==> config.mk <==
export PLATFORM = sky130hd
export DESIGN_NAME = bfloat16_add_sequencer
export DESIGN_NICKNAME = d
export VERILOG_FILES = /design/src/rtl/bfloat16_add_sequencer.sv
export SDC_FILE = /design/constraint.sdc
export NUM_CORES = 1
export LEC_CHECK = 0
export CORE_AREA = 3 3 125 127
export CTS_CLUSTER_DIAMETER = 60
export DETAILED_ROUTE_END_ITERATION = 12
export DIE_AREA = 0 0 128 130
export PLACE_DENSITY = 0.78
export SYNTH_ARGS = -nofsm -noshare
export SYNTH_HDL_FRONTEND = slang
export SYNTH_SLANG_ARGS = --single-unit
==> constraint.sdc <==
create_clock -name clock -period 4.8 [get_ports clock]
set_clock_uncertainty 0.15 [all_clocks]
set_input_delay 1.44 -clock clock [delete_from_list [all_inputs] [get_ports clock]]
set_output_delay 1.44 -clock clock [all_outputs]
set_load 0.03 [all_outputs]
==> src/rtl/bfloat16_add_sequencer.sv <==
// Feeds operand pairs from an input FIFO into a fixed 3-cycle bfloat16 adder and
// collects sums into a credit-limited result FIFO, tracking the adder's round phase.
module bfloat16_add_sequencer #(
    parameter int IN_DEPTH  = 4,
    parameter int OUT_DEPTH = 2
) (
    input  logic        clock,
    input  logic        nreset,
    input  logic        in_valid,
    input  logic [15:0] in_a,
    input  logic [15:0] in_b,
    output logic        in_ready,
    output logic [15:0] add_a,
    output logic [15:0] add_b,
    input  logic [15:0] add_sum,
    input  logic        add_ready,
    output logic        out_valid,
    output logic [15:0] out_sum,
    input  logic        out_ready,
    output logic        busy,
    output logic        sync_err
);
    localparam int IAW = $clog2(IN_DEPTH);
    localparam int OAW = $clog2(OUT_DEPTH);
    localparam logic [IAW:0] IN_FULL  = (IAW+1)'(IN_DEPTH);
    localparam logic [OAW:0] OUT_FULL = (OAW+1)'(OUT_DEPTH);

    typedef enum logic {SYNC, RUN} state_t;

    state_t          r_state, w_state_nxt;
    logic [1:0]      r_phase;
    logic            r_inflight;
    logic            r_sync_err;
    logic [15:0]     r_add_a, r_add_b;

    logic [31:0]     r_imem [IN_DEPTH];
    logic [IAW-1:0]  r_iwr, r_ird;
    logic [IAW:0]    r_icnt;

    logic [15:0]     r_omem [OUT_DEPTH];
    logic [OAW-1:0]  r_owr, r_ord;
    logic [OAW:0]    r_ocnt;

    logic            w_in_push, w_err, w_bound, w_cap, w_out_pop, w_issue;
    logic [OAW:0]    w_ocnt_after;

    assign w_in_push    = in_valid & in_ready;
    // In RUN the adder must pulse ready exactly when the phase reaches 2.
    assign w_err        = (r_state == RUN) &&
                          ((add_ready && (r_phase != 2'd2)) || ((r_phase == 2'd2) && !add_ready));
    assign w_bound      = add_ready && !w_err;
    assign w_cap        = w_bound && r_inflight;
    assign w_out_pop    = out_valid && out_ready;
    assign w_ocnt_after = r_ocnt + (OAW+1)'(w_cap) - (OAW+1)'(w_out_pop);
    // A job is only issued if its result is guaranteed a slot when it returns.
    assign w_issue      = w_bound && (r_icnt != '0) && (w_ocnt_after < OUT_FULL);

    assign in_ready  = (r_icnt != IN_FULL);
    assign out_valid = (r_ocnt != '0);
    assign out_sum   = out_valid ? r_omem[r_ord] : 16'h0000;
    assign busy      = r_inflight || (r_icnt != '0) || out_valid;
    assign sync_err  = r_sync_err;
    assign add_a     = r_add_a;
    assign add_b     = r_add_b;

    always_ff @(posedge clock or negedge nreset) begin
        if (!nreset) r_state <= SYNC;
        else         r_state <= w_state_nxt;
    end

    always_comb begin
        w_state_nxt = r_state;
        case (r_state)
            SYNC: if (add_ready) w_state_nxt = RUN;
            RUN:  if (w_err)     w_state_nxt = SYNC;
            default:             w_state_nxt = SYNC;
        endcase
    end

    always_ff @(posedge clock or negedge nreset) begin
        if (!nreset) begin
            r_phase    <= 2'd0;
            r_inflight <= 1'b0;
            r_sync_err <= 1'b0;
            r_add_a    <= 16'h0000;
            r_add_b    <= 16'h0000;
        end else begin
            if (add_ready || (r_phase == 2'd2)) r_phase <= 2'd0;
            else                                r_phase <= r_phase + 2'd1;
            if (w_err) begin
                r_sync_err <= 1'b1;
                r_inflight <= 1'b0;
            end else if (w_bound) begin
                r_inflight <= w_issue;
            end
            if (w_issue) begin
                r_add_a <= r_imem[r_ird][31:16];
                r_add_b <= r_imem[r_ird][15:0];
            end
        end
    end

    always_ff @(posedge clock or negedge nreset) begin
        if (!nreset) begin
            r_iwr  <= '0;
            r_ird  <= '0;
            r_icnt <= '0;
            r_owr  <= '0;
            r_ord  <= '0;
            r_ocnt <= '0;
        end else begin
            if (w_in_push) r_iwr <= r_iwr + 1'b1;
            if (w_issue)   r_ird <= r_ird + 1'b1;
            r_icnt <= r_icnt + (IAW+1)'(w_in_push) - (IAW+1)'(w_issue);
            if (w_cap)     r_owr <= r_owr + 1'b1;
            if (w_out_pop) r_ord <= r_ord + 1'b1;
            r_ocnt <= w_ocnt_after;
        end
    end

    // Storage needs no reset; occupancy counters gate every read.
    always_ff @(posedge clock) begin
        if (w_in_push) r_imem[r_iwr] <= {in_a, in_b};
        if (w_cap)     r_omem[r_owr] <= add_sum;
    end
endmodule

==> results.py, run 1 <==
metrics = {
    "status": {
        "run_status": "finished clean",
    },
    "logic_synthesis": {
        "synth-seq-cells": 208,
        "synthCells": 375,
        "netlist_area_um2": 7940,
        "ys_warn_count": 0,
        "yosys-top-cells-area": "edfxtp_1 (60%), dfrtp_1 (15%), mux4_2 (9.1%), mux2_4 (5.1%), mux2i_1 (2.0%)",
        "syn_avg_cell_area_um2": 21.2,
        "ys_types": 28,
        "synth_nets": 439,
        "netlist.area_leader.share_pct": 60.5,
        "ys_seq_area_share_pct": 75.6,
        "netlist.top_cell.by_area": "edfxtp_1",
    },
    "grt": {
        "grt_pass1_vias": 4059,
        "grt_pass1_wl_um": 21400,
        "overflow": 0,
        "grt_max_degree": 49,
        "grt_usage_pct": 16.7,
        "antenna_found_initial": 0,
    },
    "cells_and_area": {
        "num_antenna_cells": 0,
        "area_growth_pct": 23.5,
        "final_cells": 694,
        "drive_gt1_share_pct": 22.0,
        "num-fill-cells": 966,
        "multiInputGateArea_um2": 1800,
        "seq_area_um2": 6010,
        "finalInstanceArea_um2": 9810,
        "fin_nets": 560,
    },
    "routing": {
        "wl_um": 13700,
        "via_per_inst": 5.43,
        "first_pass_iters": 4,
        "ant_nets": 0,
        "route.detailed.drc": 0,
        "num_vias": 3769,
        "route.detailed.wl_per_inst_um": 19.7,
        "drt_iter0_drc": 233,
    },
    "timing": {
        "fin_crit_sh_pct": 92.2,
        "max_clock_freq_ghz": 0.226,
        "rsz0062_at_grt": "false",
        "finalSetupViolCount": 0,
        "period_needed_ns": 4.43,
        "report.final.hold_viol_count": 0,
        "relSlewSlack_pct": 38.2,
        "worstMarginPinSlew_ns": 0.927,
        "fin_tns_setup_ns": 0,
        "slew_viol_final": 0,
    },
    "cts": {
        "cts_tree": "yes",
        "cts-htree-levels": 1,
        "cts_setup_buffers": 0,
        "cts_buffer_depth": 3,
        "clkSlewWorstSetupHoldPaths_ns": 0.06,
        "cts_resized": 0,
        "cts_sinks": 208,
        "clock_latency_ns": 0.48,
        "cts_buffers": 21,
        "cts-root-buf": "clkbuf_16",
        "cts_hold_buf": 0,
    },
    "place": {
        "globalplace.congestion": 0.775,
        "place_area_um2": 9180,
        "hpwl_um": 8180,
        "port_buffers": 104,
        "dp.cells": 657,
    },
    "floorplanning": {
        "fp.dieW_um": 128,
        "die_h_um": 130,
        "floorplan.die_area_um2": 16600,
        "placementRows": 44,
        "core-area_um2": 14500,
        "start_util_pct": 54.6,
        "io_pins": 105,
    },
    "setup_path": {
        "cp-end-kind": "register",
        "r2r_cells": 19,
        "start_kind": "input pin",
        "path_class": "input pin to register",
        "required_ns": 5.05,
        "cp.arrival_ns": 4.68,
        "crit_fanout": 4,
    },
    "power_and_ir_drop": {
        "power_mw": 6.47,
        "max-vdd-ir-drop_v": 0.000348,
        "p_per_area_nw_per_um2": 660,
        "power.static_leakage_nw": 3.63,
    },
    "min_path": {
        "hold_depth": 1,
        "min-delay-path-class": "register to register",
    },
    "job": {
        "drv_cap": 0,
    },
}
-- per-stage QoR --
step | hold slack (ns) | util (%) | setup slack (ns)
after floorplan | 0.252 | - | 0.181
after global placement | 0.263 | 63.2 | -0.0171
after detailed placement | 0.266 | 63.2 | -0.109
after CTS | 0.275 | 67.5 | 0.388
after global routing | 0.319 | 67.5 | 0.159
final | 0.273 | 67.5 | 0.374
-- power breakdown --
part	switching [mW]	internal [mW]
combinational	1.12	1.17
clock	0.619	0.838
sequential	0.291	2.43
total	2.03	4.44
-- critical path: stages --
cell,delay [ns]
clkdlybuf4s50_1,0.49
inv_1,0.06
ha_1,0.28
nand2_1,0.08
nand3_1,0.16
ha_1,0.33
inv_1,0.05
ha_1,0.14
xnor3_2,0.29
nand4_4,0.11
inv_1,0.05
ha_1,0.27
inv_1,0.07
ha_1,0.14
inv_1,0.05
fa_1,0.37
xnor2_1,0.18
xnor2_1,0.13
-- synthesized netlist by cell type --
| library cell | count |
|---|---|
| mux2_4 | 27 |
| mux2i_1 | 16 |
| fa_1 | 1 |
| buf_2 | 5 |
| mux4_2 | 32 |
| clkbuf_1 | 4 |
| and2_1 | 2 |
| o21a_1 | 1 |
| nor2_1 | 19 |
| mux2_2 | 6 |
| nand4_1 | 1 |
| xnor2_1 | 6 |
| or3_1 | 2 |
| xnor3_2 | 1 |
| xor2_1 | 1 |
| dfrtp_1 | 48 |
| inv_1 | 14 |
| nor2b_1 | 3 |
| ha_1 | 10 |
| nand2_1 | 2 |
| nand2b_1 | 1 |
| nand3_1 | 2 |
| and3_1 | 4 |
| edfxtp_1 | 160 |
| buf_6 | 4 |
| nand4_4 | 1 |
| buf_4 | 1 |
| or3b_1 | 1 |
-- sequential cells by signal, summed over array words and instances (netlist names) --
register    flops
add_a          16
add_b          16
r_icnt          3
r_imem        128
r_inflight      1
r_ird           2
r_iwr           2
r_ocnt          2
r_omem         32
r_ord           1
r_owr           1
r_phase         2
r_state         1
sync_err        1
-- metal layers --
layer  GRT usage [%]  part of all wire (%)  vias up
met5               0                     0        -
met4            3.81                   1.6        0
met3            3.52                   6.3       19
met2            29.9                    52      112
met1            21.2                    41     1941
li1                -                     -     1697
-- layout by cell type, fill, tap and decap left out, types with 2 or more instances in the layout --
| master | synthesis | routed |
|---|---|---|
| and2_1 | 2 | 2 |
| and3_2 | 0 | 4 |
| buf_4 | 1 | 8 |
| clkbuf_1 | 4 | 5 |
| clkbuf_16 | 0 | 21 |
| clkbuf_8 | 0 | 2 |
| clkdlybuf4s50_1 | 0 | 103 |
| clkinv_1 | 0 | 2 |
| clkinv_2 | 0 | 5 |
| dfrtp_1 | 48 | 46 |
| dfrtp_2 | 0 | 2 |
| edfxtp_1 | 160 | 160 |
| ha_1 | 10 | 10 |
| inv_1 | 14 | 14 |
| mux2_2 | 6 | 6 |
| mux2_4 | 27 | 27 |
| mux2i_1 | 16 | 16 |
| mux4_2 | 32 | 32 |
| nand2_1 | 2 | 2 |
| nand3_1 | 2 | 2 |
| nor2_1 | 19 | 19 |
| nor2b_1 | 3 | 3 |
| or3_1 | 2 | 2 |
| xnor2_1 | 6 | 6 |
-- final timing paths --
| check | from | end | slack (ns) |
|---|---|---|---|
| setup / recovery | add_ready | r_icnt[2] | 0.37 |
| hold / removal | r_phase[0] | r_phase[0] | 0.27 |
| setup reg to reg | r_phase[0] | r_icnt[2] | 1.29 |
| hold reg to reg | r_phase[0] | r_phase[0] | 0.27 |
| max in group asynchronous | nreset | r_ird[0] | 3.08 |
| min in group asynchronous | nreset | r_phase[0] | 0.93 |
-- logic make-up after synthesis --
kind of cell | Yosys count | synth area share (%)
multiplexers | 81 | 17.0
AO/OA/AOI/OAI | 1 | 0.0946
buffers and inverters | 28 | 1.83
XOR/XNOR | 8 | 1.07
AND/OR/NAND/NOR | 38 | 2.52
flip-flops | 208 | 75.6
adder cells (fa/ha/maj) | 11 | 1.83
-- area by class of cell --
type / count / share of cell area [%]
repair buffers: 112 / 11.2
well taps: 184 / 2.35
flip-flops and latches: 208 / 61.3
clock buffers: 28 / 5.83
clock inverters: 9 / 0.510
multi-input cells: 139 / 18.3
inverters: 14 / 0.536
No activity file was read; power rests on OpenSTA's default activity.
==> inputs of run 2 (changes only) <==
--- a/config.mk
+++ b/config.mk
@@ -9,6 +9,7 @@
 export CTS_CLUSTER_DIAMETER = 60
 export DETAILED_ROUTE_END_ITERATION = 12
 export DIE_AREA = 0 0 128 130
+export MAX_ROUTING_LAYER = met4
 export PLACE_DENSITY = 0.78
 export SYNTH_ARGS = -nofsm -noshare
 export SYNTH_HDL_FRONTEND = slang
==> run 2 against run 1 <==
Non-clock buffer count did not move. Die area did not move. Fmax barely moved. Sequential power barely moved. Largest cell class unchanged. Count of clock-buffer cells in the layout did not move. Via count barely moved. Critical endpoint unchanged. Highest routed layer unchanged.
==> results.py, run 2 (synthesized netlist as in run 1, its figures left out) <==
metrics = {
    "setup_path": {
        "cp.arrival_ns": 4.68,
        "reg2reg_setup_slack_ns": 1.29,
        "cp-end-kind": "register",
        "crit_fanout": 4,
        "r2r_end": "r_icnt[2]",
        "setup.worst_path.start": "add_ready",
        "required_ns": 5.05,
        "rr_startpoint": "r_phase[0]",
        "r2r_cells": 19,
        "path_class": "input pin to register",
        "start_kind": "input pin",
    },
    "floorplanning": {
        "start_util_pct": 54.6,
        "placementRows": 44,
        "fp.dieW_um": 128,
        "core-area_um2": 14500,
        "die_h_um": 130,
        "io_pins": 105,
        "floorplan.die_area_um2": 16600,
    },
    "routing": {
        "first_pass_iters": 4,
        "route.detailed.wl_per_inst_um": 19.7,
        "route.detailed.drc": 0,
        "drt_iter0_drc": 232,
        "wl_um": 13700,
        "via_per_inst": 5.43,
        "num_vias": 3768,
        "ant_nets": 0,
    },
    "power_and_ir_drop": {
        "power_mw": 6.47,
        "max-vdd-ir-drop_v": 0.000348,
        "p_per_area_nw_per_um2": 660,
        "power.static_leakage_nw": 3.63,
    },
    "cts": {
        "cts-htree-levels": 1,
        "cts_setup_buffers": 0,
        "cts_buffer_depth": 3,
        "cts_resized": 0,
        "clkSlewWorstSetupHoldPaths_ns": 0.06,
        "cts_hold_buf": 0,
        "cts-root-buf": "clkbuf_16",
        "cts_tree": "yes",
        "clock_latency_ns": 0.48,
        "cts_sinks": 208,
        "cts_buffers": 21,
    },
    "job": {
        "drv_cap": 0,
    },
    "cells_and_area": {
        "fin_nets": 560,
        "num_antenna_cells": 0,
        "finalInstanceArea_um2": 9810,
        "top_regs": "r_imem (128), r_omem (32)",
        "area_growth_pct": 23.5,
        "multiInputGateArea_um2": 1800,
        "num-fill-cells": 966,
        "seq_area_um2": 6010,
        "final_common_cell": "edfxtp_1",
        "top_register": "r_imem",
        "final_cells": 694,
        "drive_gt1_share_pct": 22.0,
        "largest_reg_flops": 128,
        "most-common-layout-cells": "edfxtp_1 (160), clkdlybuf4s50_1 (103), dfrtp_1 (46), mux4_2 (32), mux2_4 (27)",
    },
    "timing": {
        "rsz0062_at_grt": "false",
        "slew_viol_final": 0,
        "fin_crit_sh_pct": 92.2,
        "report.final.hold_viol_count": 0,
        "period_needed_ns": 4.43,
        "max_clock_freq_ghz": 0.226,
        "worstMarginPinSlew_ns": 0.928,
        "finalSetupViolCount": 0,
        "relSlewSlack_pct": 38.1,
        "whs_ns": 0.273,
    },
    "min_path": {
        "holdPathEnd": "r_phase[0]",
        "hold_depth": 1,
        "hold_path_startpoint": "r_phase[0]",
        "min-delay-path-class": "register to register",
    },
    "grt": {
        "grt_max_degree": 49,
        "grt_pass1_vias": 4059,
        "antenna_found_initial": 0,
        "overflow": 0,
        "grt_usage_pct": 17.2,
        "grt_pass1_wl_um": 21400,
    },
    "place": {
        "place_area_um2": 9180,
        "hpwl_um": 8180,
        "globalplace.congestion": 0.785,
        "port_buffers": 104,
        "dp.cells": 657,
    },
    "status": {
        "run_status": "finished clean",
    },
}
run 2: cell counts in the layout (fill, tap and decap cells not counted):
Identical to the previous run, type by type.
run 2: final cells by class:
class / instances / area share [%]
clock buffer: 28 / 5.83
clock inverter: 9 / 0.510
inverter: 14 / 0.536
multi-input combinational: 139 / 18.3
sequential: 208 / 61.3
tap: 184 / 2.35
timing repair buffer: 112 / 11.2
run 2: how the worst max path moves through the flow:
stage	slack, ns	to	cells after the start
finish	0.37	r_icnt[2]	18
global route	0.16	r_icnt[2]	18
CTS	0.39	r_icnt[2]	18
detailed placement	-0.11	r_icnt[2]	18
global placement	-0.02	r_icnt[2]	18
floorplan	0.18	r_icnt[2]	18
run 2: critical path: stages:
cell	delay, ns
clkdlybuf4s50_1	0.49
inv_1	0.06
ha_1	0.28
nand2_1	0.08
nand3_1	0.16
ha_1	0.33
inv_1	0.05
ha_1	0.14
xnor3_2	0.29
nand4_4	0.11
inv_1	0.05
ha_1	0.27
inv_1	0.07
ha_1	0.14
inv_1	0.05
fa_1	0.37
xnor2_1	0.18
xnor2_1	0.13
run 2: power breakdown:
group,leakage [nW],switching [mW],internal (mW),total [mW]
Sequential,2.02,0.291,2.43,2.72
Clock,0.310,0.620,0.838,1.46
Combinational,1.30,1.12,1.17,2.29
run 2: stage by stage:
step / setup TNS, ns / setup slack, ns / utilization (%)
2_1_floorplan: 0 / 0.181 / -
3_3_place_gp: -0.0171 / -0.0171 / 63.2
3_5_place_dp: -0.109 / -0.109 / 63.2
4_1_cts: 0 / 0.388 / 67.5
5_1_grt: 0 / 0.159 / 67.5
6_report: 0 / 0.374 / 67.5
run 2: metal layers:
layer | share of wire [%] | wire, µm | global-route usage [%]
met1 | 41 | 5580 | 21.3
met2 | 51 | 7050 | 29.9
met3 | 6.2 | 843 | 3.40
met4 | 1.6 | 218 | 3.81
met5 | 0 | 0 | -
==> edit, RTL diff (flow settings as in run 1) <==
`OUT_DEPTH`: 2 -> 1.
--- a/src/rtl/bfloat16_add_sequencer.sv
+++ b/src/rtl/bfloat16_add_sequencer.sv
@@ -2,7 +2,7 @@
 // collects sums into a credit-limited result FIFO, tracking the adder's round phase.
 module bfloat16_add_sequencer #(
     parameter int IN_DEPTH  = 4,
-    parameter int OUT_DEPTH = 2
+    parameter int OUT_DEPTH = 1
 ) (
     input  logic        clock,
     input  logic        nreset,
Formal check against the unedited RTL: not equivalent (a bounded check fails within 10 cycles, from zero or initial values and one cycle with nreset low).
==> edit against run 1 <==
  * Core utilization shrank 5.8 points
  * Synthesized area fell by 8.7%
  * Via count is 11% lower
  * Power fell by 12%
  * Setup slack improved by 0.53 ns
  * Final area decreased by 8.7%
  * Combinational power fell by 15%
  * Clock power fell by 12%
  * Non-clock buffer count decreased by 5
  * Routed wire length down 8.9%
  * Sequential cell count down 19
  * Critical path type is now reg2out
==> edit: results (changes against run 1) <==
stage	metric	value	unit	change
place	DP HPWL	7390	microns	was 8180 microns
synthesis	Post-synth EDFFs	144		was 160
clocking	worst skew pair latency	0.42	ns	was 0.48 ns
clocking	cts repair resizes	0		unchanged
synthesis	yosys warns	0		unchanged
clocking	CTS H-tree lvls	4		was 1
synthesis	syn_nets	391		was 439
pwr	Leak	3.24	nW	was 3.63 nW
worst_setup_path	Critical Path AT	2.30	ns	was 4.68 ns
worst_setup_path	crit path max-delay cell type	clkdlybuf4s50_1		unchanged
pwr	Peak VDD IR	0.277	mV	was 0.348 mV
sta	Max-slew headroom	0.407		was 0.382
synthesis	Unique masters post-synth	28		unchanged
worst_setup_path	crit-path max cell delay	0.61	ns	was 0.49 ns
synthesis	ys async rst share	0.238		was 0.231
layout	# diodes	0		unchanged
run_status	status	finished clean		unchanged
hold_path	worst min-delay path startpoint	r_phase[0]		unchanged
synthesis	largest cells by area after synthesis	edfxtp_1, dfrtp_1, mux4_2		unchanged
route	Via density	5.26		was 5.43
place	Post-Place Setup Slack	0.565	ns	was -0.109 ns
clocking	post-CTS setup repair buffer count	0		unchanged
global_routing	initial antenna violation count	0		unchanged
layout	max FFs per register	128		unchanged
layout	largest register by flop count	r_imem		unchanged
route	drt wl/cell	19.5	microns	was 19.7 microns
global_routing	GRT Total Usage	0.160		was 0.167
layout	Fillers	1037		was 966
synthesis	Post-synth top cells	edfxtp_1, dfrtp_1, mux4_2, mux2_4, and2_1		was edfxtp_1, dfrtp_1, mux4_2, mux2_4, nor2_1
hold_path	hold depth	1		unchanged
global_routing	largest net degree at the start of global routing	35		was 49
worst_setup_path	R2R setup slack	2.00	ns	was 1.29 ns
route	DR iter-0 viols	182		was 233
clocking	clk buf depth	2		was 3
route	Pre-Repair DR Iteration Count	4		unchanged
layout	fraction of layout cells with a size suffix above 1	0.228		was 0.220
global_routing	vias in the first global route	3574		was 4059
clocking	buffer type at the clock tree root	clkbuf_16		unchanged
clocking	TritonCTS buffer count	17		was 21
sta	Fin Hold WS	0.276	ns	was 0.273 ns
layout	Nets	505		was 560
place	PortBufs	104		unchanged
synthesis	register area share after synthesis	0.751		was 0.756
global_routing	global-route wire length before repair	19500	microns	was 21400 microns
worst_setup_path	R2R depth	15		was 19
place	RD Place Congestion	0.731		was 0.775
worst_setup_path	r2r startpoint	r_phase[0]		unchanged
hold_path	Hold Path Class	reg2reg		unchanged
-- edit: cell count changes in the layout (fill, tap and decap cells not counted), sizes merged, moves of 2 or more --
cell	change
dfrtp	-3
buf	-5
nand2	+2
nor2	-18
ha	-2
mux2i	-16
nand4	-2
inv	-5
edfxtp	-16
and3	+2
and2	+15
clkbuf	-5
-- edit: per-stage QoR --
stage	std cells	utilization	cell area [sq um]
2_1_floorplan	329	-	7250
3_3_place_gp	608	0.580	8430
5_1_grt	640	0.616	8960
4_1_cts	640	0.616	8960
3_5_place_dp	608	0.580	8430
6_report	640	0.616	8960
-- edit: power breakdown --
| group | internal (W) | switching (W) |
|---|---|---|
| Clock | 0.000721 | 0.000556 |
| Sequential | 0.00222 | 0.000278 |
| Combinational | 0.00102 | 0.000918 |
| Total | 0.00397 | 0.00175 |
-- edit: per-layer routing --
layer | global-route usage | wire [microns]
met5 | 0 | 0
met2 | 0.259 | 6130
met1 | 0.203 | 5250
met3 | 0.0577 | 894
met4 | 0.0568 | 182
-- edit: cell families (layout without fill, tap and decap cells) --
kind of cell | Yosys count | in the layout | synth area share
flops | 189 | 189 | 0.751
mux | 65 | 65 | 0.165
fa+ha+maj | 9 | 9 | 0.0166
buf+inv | 22 | 149 | 0.0224
compound gates | 1 | 1 | 0.00104
simple gates | 36 | 36 | 0.0331
xor+xnor | 7 | 7 | 0.0110
-- edit: critical path, delay by kind of cell, from the launching register on --
| kind | cells | cell delay (ns) |
|---|---|---|
| flip-flops | 1 | 0.43 |
| buffers and inverters | 1 | 0.61 |
| AND/OR/NAND/NOR | 2 | 0.84 |
-- edit: worst max-delay path by stage --
stage                    from   endpoint  slack, ns  depth (start not counted)
global route        r_icnt[1]       busy       0.82                          3
detailed placement  add_ready  r_icnt[2]       0.57                         14
global placement    add_ready  r_icnt[2]       0.69                         14
CTS                 r_icnt[1]       busy       0.88                          3
finish              r_icnt[1]       busy       0.91                          3
floorplan           add_ready  r_icnt[2]       1.10                         14
-- edit: area by class of cell --
type | instances | share of cell area
clock buffer | 23 | 0.0511
clock inverter | 9 | 0.00810
inverter | 10 | 0.00419
multi-input combinational | 118 | 0.184
sequential | 189 | 0.609
tap | 184 | 0.0257
timing repair buffer | 107 | 0.118
